===== src/rtl/n101_mrom_icb_ctrl_pkg.sv =====
// n101_mrom_icb_ctrl_pkg: shared sizing helpers for the mask-ROM ICB controller.
package n101_mrom_icb_ctrl_pkg;

  // Byte-offset bits inside one ROM word (log2 of bytes per word); DW is 32 or 64.
  function automatic int n101_mrom_bw(input int dw);
    return (dw == 64) ? 3 : 2;
  endfunction

  // Response FIFO pointer width, never narrower than one bit.
  function automatic int n101_mrom_ptr_w(input int outs);
    return (outs <= 1) ? 1 : $clog2(outs);
  endfunction

  // One FIFO entry carries the error flag on top of the data word.
  function automatic int n101_mrom_entry_w(input int dw);
    return dw + 1;
  endfunction

endpackage


===== src/rtl/n101_mrom.sv =====
// n101_mrom: combinational mask-ROM word array. Word 2 holds 0xDEADBEEF, every
// other word inside the depth holds 0xA5000000 ^ (index * 0x00010003), and
// indices at or beyond the depth read as zero.
module n101_mrom #(
  parameter int AW = 10,
  parameter int DW = 32,
  parameter int DP = 1024
) (
  input  logic [AW-1:0] rom_addr,
  output logic [DW-1:0] rom_dout
);

  function automatic logic [31:0] word32(input logic [AW-1:0] idx);
    logic [31:0] x;
    x = 32'(idx);
    if (x >= 32'(DP)) return 32'h0;
    if (x == 32'd2) return 32'hDEAD_BEEF;
    return 32'hA500_0000 ^ (x * 32'h0001_0003);
  endfunction

  // Pure table lookup, widened to 64 bits by pairing the word with its inverse.
  generate
    if (DW == 64) begin : g_dw64
      always_comb rom_dout = {~word32(rom_addr), word32(rom_addr)};
    end else begin : g_dw32
      always_comb rom_dout = word32(rom_addr);
    end
  endgenerate

endmodule


===== src/rtl/n101_mrom_rsp_fifo.sv =====
// n101_mrom_rsp_fifo: small synchronous FIFO holding ROM responses in order.
// The head word is driven straight from the storage registers and reads as
// zero while the FIFO is empty.
module n101_mrom_rsp_fifo
  import n101_mrom_icb_ctrl_pkg::*;
#(
  parameter int WIDTH = 33,
  parameter int DEPTH = 2
) (
  input  logic                       clk,
  input  logic                       rst_n,
  input  logic                       push,
  input  logic [WIDTH-1:0]           push_data,
  input  logic                       pop,
  output logic                       full,
  output logic                       empty,
  output logic [$clog2(DEPTH+1)-1:0] count,
  output logic [WIDTH-1:0]           head_data
);

  localparam int PW = n101_mrom_ptr_w(DEPTH);
  localparam int CW = $clog2(DEPTH + 1);

  logic [WIDTH-1:0] mem [DEPTH];
  logic [PW-1:0]    wr_ptr;
  logic [PW-1:0]    rd_ptr;
  logic [CW-1:0]    cnt;
  logic             do_push;
  logic             do_pop;

  function automatic logic [PW-1:0] ptr_inc(input logic [PW-1:0] p);
    return (p == PW'(DEPTH - 1)) ? '0 : p + 1'b1;
  endfunction

  assign do_push   = push & ~full;
  assign do_pop    = pop & ~empty;
  assign full      = (cnt == CW'(DEPTH));
  assign empty     = (cnt == '0);
  assign count     = cnt;
  assign head_data = empty ? '0 : mem[rd_ptr];

  // Entry storage; contents need no reset because the empty gate hides them.
  always_ff @(posedge clk) begin
    if (do_push) mem[wr_ptr] <= push_data;
  end

  // Pointers and occupancy; a simultaneous push and pop leaves cnt unchanged.
  always_ff @(posedge clk) begin
    if (!rst_n) begin
      wr_ptr <= '0;
      rd_ptr <= '0;
      cnt    <= '0;
    end else begin
      if (do_push) wr_ptr <= ptr_inc(wr_ptr);
      if (do_pop)  rd_ptr <= ptr_inc(rd_ptr);
      if (do_push && !do_pop)      cnt <= cnt + 1'b1;
      else if (!do_push && do_pop) cnt <= cnt - 1'b1;
    end
  end

endmodule


===== src/rtl/n101_mrom_icb_ctrl.sv =====
// n101_mrom_icb_ctrl: registered ICB slave in front of the mask ROM with up to
// OUTS outstanding responses and write / misalignment / range error checks.
// Optional first-error address capture is built when N101_MROM_ERR_CAPTURE_EN
// is defined.
module n101_mrom_icb_ctrl
  import n101_mrom_icb_ctrl_pkg::*;
#(
  parameter int AW   = 12,
  parameter int DW   = 32,
  parameter int DP   = 1024,
  parameter int OUTS = 2
) (
  input  logic          clk,
  input  logic          rst_n,
  input  logic          rom_icb_cmd_valid,
  output logic          rom_icb_cmd_ready,
  input  logic [AW-1:0] rom_icb_cmd_addr,
  input  logic          rom_icb_cmd_read,
  output logic          rom_icb_rsp_valid,
  input  logic          rom_icb_rsp_ready,
  output logic          rom_icb_rsp_err,
  output logic [DW-1:0] rom_icb_rsp_rdata,
`ifdef N101_MROM_ERR_CAPTURE_EN
  output logic          rom_err_vld,
  output logic [AW-1:0] rom_err_addr,
  input  logic          rom_err_clr,
`endif
  output logic          rom_idle
);

  localparam int N101_MROM_BW = n101_mrom_bw(DW);
  localparam int IW           = AW - N101_MROM_BW;
  localparam int EW           = n101_mrom_entry_w(DW);
  localparam int CW           = $clog2(OUTS + 1);
  localparam logic [IW:0] DP_L = DP[IW:0];

  logic [IW-1:0] word_idx;
  logic [DW-1:0] rom_dout;
  logic          err_misalign;
  logic          err_range;
  logic          cmd_err;
  logic          accept;
  logic          pop;
  logic          fifo_full;
  logic          fifo_empty;
  logic [CW-1:0] fifo_count;
  logic [EW-1:0] push_data;
  logic [EW-1:0] head_data;

  assign word_idx     = rom_icb_cmd_addr[AW-1:N101_MROM_BW];
  assign err_misalign = (rom_icb_cmd_addr[N101_MROM_BW-1:0] != '0);
  assign err_range    = ({1'b0, word_idx} >= DP_L);
  assign cmd_err      = ~rom_icb_cmd_read | err_misalign | err_range;

  // No bypass: a full FIFO refuses commands even in a cycle that pops.
  assign rom_icb_cmd_ready = ~fifo_full;
  assign accept            = rom_icb_cmd_valid & rom_icb_cmd_ready;
  assign pop               = rom_icb_rsp_valid & rom_icb_rsp_ready;

  // Erroring commands never see array data; their entry is {err=1, data=0}.
  assign push_data = cmd_err ? {1'b1, {DW{1'b0}}} : {1'b0, rom_dout};

  n101_mrom #(
    .AW (IW),
    .DW (DW),
    .DP (DP)
  ) u_rom (
    .rom_addr (word_idx),
    .rom_dout (rom_dout)
  );

  n101_mrom_rsp_fifo #(
    .WIDTH (EW),
    .DEPTH (OUTS)
  ) u_fifo (
    .clk       (clk),
    .rst_n     (rst_n),
    .push      (accept),
    .push_data (push_data),
    .pop       (pop),
    .full      (fifo_full),
    .empty     (fifo_empty),
    .count     (fifo_count),
    .head_data (head_data)
  );

  assign rom_icb_rsp_valid = ~fifo_empty;
  assign rom_icb_rsp_err   = head_data[EW-1];
  assign rom_icb_rsp_rdata = head_data[DW-1:0];
  assign rom_idle          = (fifo_count == '0);

`ifdef N101_MROM_ERR_CAPTURE_EN
  // Sticky first-error capture; a clear in the same cycle as a new error wins.
  always_ff @(posedge clk) begin
    if (!rst_n) begin
      rom_err_vld  <= 1'b0;
      rom_err_addr <= '0;
    end else if (rom_err_clr) begin
      rom_err_vld  <= 1'b0;
    end else if (accept && cmd_err && !rom_err_vld) begin
      rom_err_vld  <= 1'b1;
      rom_err_addr <= rom_icb_cmd_addr;
    end
  end
`endif

endmodule


===== config.mk =====
export PLATFORM = sky130hd
export DESIGN_NAME = n101_mrom_icb_ctrl
export DESIGN_NICKNAME = d
export VERILOG_FILES = /design/src/rtl/n101_mrom_icb_ctrl_pkg.sv /design/src/rtl/n101_mrom.sv /design/src/rtl/n101_mrom_rsp_fifo.sv /design/src/rtl/n101_mrom_icb_ctrl.sv
export SDC_FILE = /design/constraint.sdc
export NUM_CORES = 1
export LEC_CHECK = 0
export ABC_CLOCK_PERIOD_IN_PS = 3800
export BUFFER_PORTS_ARGS = -buffer_cell sky130_fd_sc_hd__buf_2
export CAP_MARGIN = 30
export CORE_UTILIZATION = 55
export DETAILED_ROUTE_END_ITERATION = 8
export GPL_TIMING_DRIVEN = 0
export PLACE_DENSITY = 0.81
export SYNTH_ARGS = -nofsm -noshare
export SYNTH_HDL_FRONTEND = slang
export SYNTH_SLANG_ARGS = --single-unit

===== constraint.sdc =====
create_clock -name clk -period 3.8 [get_ports clk]
set_input_delay 0.38 -clock clk [delete_from_list [all_inputs] [get_ports clk]]
set_output_delay 0.38 -clock clk [all_outputs]
set_load 0.1 [all_outputs]

# [Word-level counts from Yosys, hierarchy flattened]
# Memory sizes are Yosys's and may differ from the RTL's. A register that Yosys moved wholly into a read port is not among the register bits.
# Cells that the tools add are included.
[word_totals] inputBits=17 ramBits=66 regBits=4 mem_count=1 wordCells=40
[op_classes] n_bitwise=9 multipliers=1 addsub=4 n_reduce_logical=7 eq_ne=2 n_mux=13
[mem_list] name="u_fifo.mem" words=2 word_bits=33 rd=1 rd_ports_with_merged_regs=1 write_ports=1 line_no="n101_mrom_rsp_fifo.sv:24" source="logic [WIDTH-1:0] mem [DEPTH];"
[op_table] operator="33-bit two-way mux" count=2
[op_table] operator="32-bit two-way mux" count=2
[op_table] operator="10-bit by 17-bit multiplier with 27-bit output, second input constant" count=1
[op_table] operator="10-bit by 2-bit equality test with 1-bit output, second input constant" count=1
[op_table] operator="1-bit two-way mux" count=7
[op_table] operator="1-bit bitwise AND" count=4
[op_table] operator="2-bit two-way mux" count=2
[op_table] operator="2-bit inverter with 4-bit output" count=1
[op_table] operator="2-bit nonzero test" count=2
[op_table] operator="1-bit inverter" count=3
[op_table] operator="1-bit adder, second input constant" count=2
[op_table] operator="2-bit by 1-bit adder with 2-bit output, second input constant" count=1
[op_table] operator="2-bit equality test, second input constant" count=1
[op_table] operator="1-bit logical AND" count=2
[op_table] operator="1-bit logical NOT" count=2
[op_table] operator="2-bit logical NOT" count=1
[op_table] operator="2-bit by 1-bit subtractor with 2-bit output, second input constant" count=1
[op_table] operator="1-bit bitwise OR" count=1

# [Logic depth before layout (Yosys ltp)]
# Gate-level depths: netlist (run 1).
[depth] word_depth=8 mapped_depth=13 mapped_depth_nobuf=13

# [Hierarchy]
# A second synthesis (run 1) with hierarchy kept.
[unflattened] cells_unflattened=338 area_unflattened_um2=4159.0
[modules_own_cells] module="n101_mrom_rsp_fifo" area_per_inst_um2=2715.1 instances=1 cells_per_inst=164
[modules_own_cells] module="n101_mrom" area_per_inst_um2=1008.5 instances=1 cells_per_inst=127
[modules_own_cells] module="n101_mrom_icb_ctrl" area_per_inst_um2=435.4 instances=1 cells_per_inst=47

# [Least setup slack after synthesis (run 1)]
# OpenSTA, ideal clock, no wires.
[synth_timing] path_kind="register to output" from="register u_fifo.cnt[0] (netlist: u_fifo.count[0])" to="output rom_icb_rsp_rdata[27]" stages_incl_launch_ff=6 required_time_ns=3.420 arrival_time_ns=2.844 path_slack_ns=0.576 path_cell_list="dfxtp_1 -> nor2_1 -> buf_2 -> buf_2 -> nor2_1 -> buf_4"
[synth_between] elab_chain_cells=2
[synth_rtl] item="start: declaration" line_no="n101_mrom_rsp_fifo.sv:27" source="logic [CW-1:0] cnt;"
[synth_rtl] item="start signal: assignment" line_no="n101_mrom_rsp_fifo.sv:56" source="if (do_push && !do_pop) cnt <= cnt + 1'b1;"
[synth_rtl] item="start signal: assignment" line_no="n101_mrom_rsp_fifo.sv:57" source="else if (!do_push && do_pop) cnt <= cnt - 1'b1;"
[synth_rtl] item="2-bit logical NOT"
[synth_rtl] item="via rom_idle" line_no="n101_mrom_icb_ctrl.sv:28" source="output logic rom_idle"
[synth_rtl] item="33-bit two-way mux" line_no="n101_mrom_rsp_fifo.sv:40" source="assign head_data = empty ? '0 : mem[rd_ptr];"
[synth_rtl] item="end: declaration" line_no="n101_mrom_icb_ctrl.sv:22" source="output logic [DW-1:0] rom_icb_rsp_rdata,"
# The timed path passes the listed nets, and every way through them passes these cells.

# [Final worst setup path (run 1)]
[layout_timing] from="input rom_icb_cmd_addr[10]" to="memory u_fifo.mem[1][11], data pin"
[layout_between] elab_chain_cells=4
[layout_rtl] item="start: declaration" line_no="n101_mrom_icb_ctrl.sv:17" source="input logic [AW-1:0] rom_icb_cmd_addr,"
[layout_rtl] item="parallel branches: the longest is 2 deep, another holds 10-bit by 17-bit multiplier with 27-bit output"
[layout_rtl] item="32-bit two-way mux *" line_no="n101_mrom.sv:18" source="return 32'hA500_0000 ^ (x * 32'h0001_0003);"
[layout_rtl] item="33-bit two-way mux *" line_no="n101_mrom_icb_ctrl.sv:61" source="assign push_data = cmd_err ? {1'b1, {DW{1'b0}}} : {1'b0, rom_dout};"
[layout_rtl] item="via push_data[11]" line_no="n101_mrom_icb_ctrl.sv:47" source="logic [EW-1:0] push_data;"
[layout_rtl] item="end: declaration" line_no="n101_mrom_rsp_fifo.sv:24"
# Mark *: on every way through the listed nets, which the timed path passes.

==> key figures, run 1 <==
Setup path
  – Worst path required time: between 3 and 4 ns
  – Maximum fanout along the worst path: 4
  – Category of the worst setup path capture point: register
  – Startpoint-to-endpoint class of the critical path: input pin to register
  – Signal arrival time at the worst endpoint: ~2.8 ns
  – Worst setup SP type: input pin

Synth
  – Synthesis warning total: 0
  – Synth Cell Area: about 3300 sq um
  – Synthesis-stage register bit count: 59
  – Number of distinct library cells after synthesis: 34
  – Post-Synthesis Net Count: approximately 340
  – Register area share after synthesis: a little over half
  – Area share of the leading cell type in the synthesized netlist: between 40 and 50%
  – Average cell area after synthesis: between 10 and 15 sq um
  – Cell type contributing the most total cell area after synthesis: sky130_fd_sc_hd__edfxtp_1
  – Leading post-synthesis cells by cell area: sky130_fd_sc_hd__edfxtp_1, sky130_fd_sc_hd__ha_1, sky130_fd_sc_hd__mux2i_1, sky130_fd_sc_hd__nor2_1, sky130_fd_sc_hd__dfxtp_1
  – Number of instances in the synthesized netlist: approximately 280

Final layout
  – Nets: approximately 400
  – Final instance count without filler cells: 420
  – ANT cells: 0
  – Fraction of layout instances using a drive strength above 1: 24.1%
  – Area growth syn-to-layout: 16.4%

CTS
  – Number of buffers created by CTS: 9
  – Largest buffer count on any clock path: 2
  – Post-CTS resize count: 0
  – Htree depth: 3
  – Clock root cell: sky130_fd_sc_hd__clkbuf_8
  – Insertion delay of the later-clocked pin in the worst-skew pair: approximately 0.32 ns
  – Clock tree sinks: 59
  – TritonCTS clock tree: built
  – Count of hold-fix buffers inserted at cts: 0
  – Clock edge transition at the registers on the reported setup and hold paths: 0.06 ns
  – Post-CTS repair timing setup buffer count: 0

Route
  – Number of DRC violations after detailed routing: 0
  – Wirelength per Cell: ~14 um
  – Vias after detailed routing: approximately 2.2k
  – Met3 wire length: between 200 and 300 um
  – Routed metal-1 wire length: roughly 2.6 mm
  – ANT nets after route: 0
  – Router iterations before antenna repair: 4
  – Total length of routed met2 wires: slightly below 3 mm
  – Overall routed net length: 5.87 mm
  – Detailed Route Iter0 Violations: ~150
  – Top routing layer used: met4
  – Average via count per standard cell: between 5 and 6

STA
  – Maximum clock frequency: around 360 MHz
  – Final TNS setup: 0 ns
  – Max-slew headroom at the worst pin: 41.7%
  – RSZ-0062 raised after global routing: no
  – Final count of pins violating max slew: 0
  – Final critical-path required period: about 2.8 ns
  – Final worst clock skew: approximately 0.010 ns
  – Count of endpoints failing hold in the final timing report: 0
  – Slew @ Worst Pin: 0.874 ns
  – Final cycle utilization of the critical path: 72.7%
  – Final setup fails: 0

Place
  – Cell total after placement: 404
  – Port buffer count: 51
  – Routability Congestion: around 0.9
  – Detailed placer's ending HPWL: 4.55 mm

Floorplan
  – Number of cell rows: 27
  – Effective utilization at floorplan: between 50 and 60%
  – Die outline width: a little under 80 um
  – Die Area: roughly 6300 sq um
  – Num ports: 53
  – Total core area: ~5600 sq um
  – Chip Height: 79.4 um

Flow run
  – Maximum Capacitance Violations: 0

GRT
  – First-pass GRT wire length: between 9 and 10 mm
  – Number of antenna violations at the first check in global routing: 0
  – GRT Resource Usage Total: approximately a fifth
  – Pin count of the biggest net entering global routing: 21
  – Aggregate global routing overflow: 0
  – Vias in the first global route: approximately 2.1k

Status
  – Status: completed

Hold path
  – Worst hold-check path type: input pin to register
## critical path: stages
cell                       delay (ns)
sky130_fd_sc_hd__buf_2           0.11
sky130_fd_sc_hd__inv_1           0.06
sky130_fd_sc_hd__ha_1            0.29
sky130_fd_sc_hd__ha_1            0.29
sky130_fd_sc_hd__ha_1            0.30
sky130_fd_sc_hd__ha_1            0.30
sky130_fd_sc_hd__ha_1            0.35
sky130_fd_sc_hd__a21oi_1         0.17
sky130_fd_sc_hd__nor2b_1         0.05
sky130_fd_sc_hd__o311ai_0        0.25
sky130_fd_sc_hd__o21ai_0         0.22
## final cells by class
| cell class | instances | area, sq um |
|---|---|---|
| Tap cell | 72 | 90.1 |
| Inverter | 19 | 71.3 |
| Clock inverter | 3 | 15.0 |
| Timing Repair Buffer | 53 | 285 |
| Multi-Input combinational cell | 187 | 1420 |
| Sequential cell | 59 | 1720 |
| Fill cell | 421 | 1800 |
| Buffer | 14 | 88.8 |
| Clock buffer | 13 | 149 |
## metrics by stage
stage	util (%)	worst slack, ns	area, sq um	hold slack, ns
after floorplan	-	0.576	3300	0.478
after global placement	64.6	0.769	3640	0.488
after detailed placement	65.2	0.729	3680	0.512
after CTS	68.1	1.05	3840	0.311
after global routing	68.1	0.920	3840	0.318
final	68.1	1.04	3840	0.318
## state kept, by name, indices dropped and copies added, names as in the netlist, named ones only
| signal | count |
|---|---|
| u_fifo.mem | 54 |
| u_fifo.count | 2 |
| u_fifo.rd_ptr | 1 |
| u_fifo.wr_ptr | 1 |
## layout by cell type, fill, tap and decap left out, types with 3 or more instances in the layout
cell / n
sky130_fd_sc_hd__a21oi_1: 19
sky130_fd_sc_hd__and2_1: 5
sky130_fd_sc_hd__and3_1: 4
sky130_fd_sc_hd__buf_2: 56
sky130_fd_sc_hd__buf_4: 8
sky130_fd_sc_hd__clkbuf_1: 4
sky130_fd_sc_hd__clkbuf_8: 10
sky130_fd_sc_hd__clkinv_2: 3
sky130_fd_sc_hd__dfxtp_1: 5
sky130_fd_sc_hd__edfxtp_1: 54
sky130_fd_sc_hd__ha_1: 41
sky130_fd_sc_hd__inv_1: 19
sky130_fd_sc_hd__mux2i_1: 28
sky130_fd_sc_hd__nand2_1: 11
sky130_fd_sc_hd__nor2_1: 44
sky130_fd_sc_hd__o21ai_0: 4
sky130_fd_sc_hd__xnor2_1: 5
sky130_fd_sc_hd__xor2_1: 5
## routing by layer
layer,vias to the layer above,global-route usage [%]
li1,1104,-
met1,1036,24.7
met4,0,9.64
met3,8,4.57
met2,73,33.7
met5,-,0
## cell usage after synthesis
cell type	n
sky130_fd_sc_hd__nand3_1	1
sky130_fd_sc_hd__fa_1	1
sky130_fd_sc_hd__ha_1	41
sky130_fd_sc_hd__nor2_1	45
sky130_fd_sc_hd__clkbuf_1	1
sky130_fd_sc_hd__o21a_1	1
sky130_fd_sc_hd__nor2b_1	1
sky130_fd_sc_hd__mux2i_1	28
sky130_fd_sc_hd__buf_2	5
sky130_fd_sc_hd__nand3b_1	1
sky130_fd_sc_hd__and3_1	4
sky130_fd_sc_hd__xnor2_1	5
sky130_fd_sc_hd__conb_1	1
sky130_fd_sc_hd__o311ai_0	1
sky130_fd_sc_hd__nand2_1	11
sky130_fd_sc_hd__buf_4	8
sky130_fd_sc_hd__a21boi_0	1
sky130_fd_sc_hd__o21bai_1	1
sky130_fd_sc_hd__and2_1	5
sky130_fd_sc_hd__or3_1	2
sky130_fd_sc_hd__nand3_2	1
sky130_fd_sc_hd__nand2b_1	1
sky130_fd_sc_hd__inv_1	19
sky130_fd_sc_hd__a211oi_1	1
sky130_fd_sc_hd__o21ai_0	4
sky130_fd_sc_hd__dfxtp_1	5
sky130_fd_sc_hd__a21oi_1	19
sky130_fd_sc_hd__nand4_1	2
sky130_fd_sc_hd__o21ai_2	1
sky130_fd_sc_hd__xor2_1	5
sky130_fd_sc_hd__edfxtp_1	54
sky130_fd_sc_hd__a21oi_2	1
sky130_fd_sc_hd__o21ai_1	1
sky130_fd_sc_hd__a31o_2	1
## kinds of logic after synthesis
| group | after synthesis | share of synthesized area, % |
|---|---|---|
| XOR/XNOR | 10 | 2.66 |
| AO/OA/AOI/OAI | 32 | 5.61 |
| multiplexers | 28 | 8.50 |
| flip-flops | 59 | 52.2 |
| other | 1 | 0.114 |
| AND/OR/NAND/NOR | 74 | 9.90 |
| buffers and inverters | 33 | 4.86 |
| adder cells (fa/ha/maj) | 42 | 16.2 |
## path summary, 6_finish.rpt
path / slack, ns / to / cells after the start / startpoint
setup / recovery: 1.04 / u_fifo.mem[1][11] / 11 / rom_icb_cmd_addr[10]
hold / removal: 0.32 / u_fifo.wr_ptr / 2 / rst_n
setup reg to reg: 1.92 / u_fifo.mem[0][8] / 4 / u_fifo.count[0]
hold reg to reg: 0.52 / u_fifo.count[1] / 2 / u_fifo.count[1]
Power of run 1 is left out: the tool's default activity adds up to more than one toggle a clock period on the data nets, which glitch-free logic cannot reach.
==> inputs of run 2 (changes only) <==
Settings changed: ABC_CLOCK_PERIOD_IN_PS 3800 to 2850.
Clock period 3.8 ns to 2.85 ns, I/O delays scaled along.
==> run 2 against run 1 <==
Net effect:
- critical path depth did not move
- worst setup slack lost 0.85 ns
- critical endpoint is now u_fifo.mem[0][11]
- wire length increased by 1.1%
- clock skew is 0.0036 ns lower
- sequential share of layout area fell by 0.78 points
- via count up 0.36%
- register-to-register slack lost 0.93 ns
- core utilization increased by 1.2 points
- highest routed layer unchanged
==> key figures, run 2 (synthesized netlist as in run 1, its figures left out) <==
Status
  – Status: completed

Setup path
  – Beginning of the worst register-to-register path: u_fifo.count[0]
  – Logic depth of the worst register-to-register path: 4
  – Most repeated library cell on the critical path: sky130_fd_sc_hd__ha_1
  – Maximum fanout along the worst path: 5
  – Signal arrival time at the worst endpoint: 2.71 ns
  – Worst setup slack for register-to-register paths: about 1 ns
  – Category of the worst setup path capture point: register
  – Slowest CP cell: sky130_fd_sc_hd__ha_1
  – Worst path required time: just under 3 ns
  – Startpoint-to-endpoint class of the critical path: input pin to register
  – Worst-path cell chain: buf_2 -> inv_1 -> ha_1 -> ha_1 -> ha_1 -> ha_1 -> ha_1 -> and2_1 -> or3_1 -> mux2i_1 -> o21ai_1
  – Worst reg2reg endpoint: u_fifo.mem[0][7]
  – Worst setup SP type: input pin
  – Max incr delay on CP: around 0.35 ns

Floorplan
  – Die Area: approximately 6300 sq um
  – Die outline width: roughly 80 um
  – Effective utilization at floorplan: between 50% and 60%
  – Chip Height: between 70 and 80 um
  – Total core area: between 5000 and 6000 sq um
  – Num ports: 53
  – Number of cell rows: 27

Final layout
  – Nets: around 400
  – Fillcell total: around 410
  – Design area: between 3000 and 4000 sq um
  – Fraction of layout instances using a drive strength above 1: 25.9%
  – ANT cells: 0
  – Area growth syn-to-layout: 18.5%
  – Largest reg by FF count: u_fifo.mem
  – Most common cell after layout, fill and taps aside: sky130_fd_sc_hd__buf_2
  – Commonest non-fill, non-tap cells in the layout: sky130_fd_sc_hd__buf_2, sky130_fd_sc_hd__edfxtp_1, sky130_fd_sc_hd__nor2_1, sky130_fd_sc_hd__ha_1, sky130_fd_sc_hd__mux2i_1
  – Largest register FFs: 54

Route
  – Average via count per standard cell: about 5.3
  – ANT nets after route: 0
  – Router iterations before antenna repair: 4
  – Vias after detailed routing: roughly 2.2k
  – Number of DRC violations after detailed routing: 0
  – Overall routed net length: about 5.9 mm
  – Detailed Route Iter0 Violations: roughly 110
  – Wirelength per Cell: approximately 14 um

Hold path
  – Worst hold endpoint: u_fifo.count[0]
  – Number of cells traversed by the worst hold path: 2
  – Worst hold path startpoint: rst_n
  – Worst hold-check path type: input pin to register

Place
  – Cell area reported after detailed placement: about 3700 sq um
  – Port buffer count: slightly above 50
  – Routability Congestion: just over 0.9
  – Detailed placer's ending HPWL: ~4.4 mm

STA
  – Final TNS setup: 0 ns
  – Final count of pins violating max slew: 0
  – Final cycle utilization of the critical path: a little over 90%
  – Final worst clock skew: roughly 0.0067 ns
  – Maximum clock frequency: between 300 and 400 MHz
  – Final critical-path required period: 2.66 ns
  – Final setup fails: 0
  – Max-slew headroom at the worst pin: 44.5%
  – RSZ-0062 raised after global routing: no
  – Slew @ Worst Pin: between 0.8 and 0.9 ns
  – Count of endpoints failing hold in the final timing report: 0

CTS
  – Clock edge transition at the registers on the reported setup and hold paths: around 0.070 ns
  – Insertion delay of the later-clocked pin in the worst-skew pair: 0.33 ns
  – Largest buffer count on any clock path: 2
  – Number of buffers created by CTS: 9
  – Htree depth: 3
  – Clock root cell: sky130_fd_sc_hd__clkbuf_8
  – TritonCTS clock tree: built
  – Clock tree sinks: just under 60

Flow run
  – Maximum Capacitance Violations: 0

GRT
  – GRT Resource Usage Total: 20.1%
  – Number of antenna violations at the first check in global routing: 0
  – First-pass GRT wire length: ~9.5 mm
  – Pin count of the biggest net entering global routing: 17
  – Vias in the first global route: ~2.1k
  – Aggregate global routing overflow: 0
[run 2: cell type report]
type	instances	area [sq um]	area share (%)
flip-flops and latches	59	1720	44.1
multi-input cells	187	1430	36.7
repair buffers	53	285	7.30
clock buffers	14	205	5.25
well taps	72	90.1	2.31
plain buffers	14	88.8	2.27
inverters	19	71.3	1.83
clock inverters	2	12.5	0.320
[run 2: worst max-delay path by stage]
stage	startpoint	end	slack [ns]	cells past startpoint
finish	rom_icb_cmd_addr[10]	u_fifo.mem[0][11]	0.19	11
global route	rom_icb_cmd_addr[10]	u_fifo.mem[1][12]	0.02	12
detailed placement	rom_icb_cmd_addr[10]	u_fifo.mem[0][11]	-0.17	11
floorplan	u_fifo.count[0]	rom_icb_rsp_rdata[31]	0.19	4
global placement	rom_icb_cmd_addr[10]	u_fifo.mem[1][11]	-0.12	11
CTS	rom_icb_cmd_addr[10]	u_fifo.mem[1][11]	0.18	11
[run 2: through the flow]
stage	util, %	cells	worst slack [ns]	hold slack, ns
4_1_cts	69.1	420	0.177	0.205
2_1_floorplan	-	279	0.193	0.402
6_report	69.3	420	0.191	0.222
5_1_grt	69.3	420	0.0215	0.230
3_5_place_dp	65.2	404	-0.168	0.526
3_3_place_gp	64.7	402	-0.125	0.490
[run 2: timing repair]
item	CTS	global route
hold buffers	0	0
gates resized for setup	0	3
setup buffers	0	0
setup endpoints to repair	0	2
[run 2: critical path: cells and delay by family]
family	cells	cell delay [ns]
AOI/OAI and AO/OA	1	0.13
adders and majority gates	5	1.43
and+or+nand+nor	2	0.50
muxes	1	0.16
buffers and inverters	2	0.19
[run 2: metal layers]
layer	GRT usage (%)	routed length [um]	vias up
met1	25.4	2750	1055
met2	32.9	2880	61
met5	0	0	-
met4	10.9	95	0
li1	-	-	1103
met3	3.43	216	10
Power of run 2 is left out for the same reason.
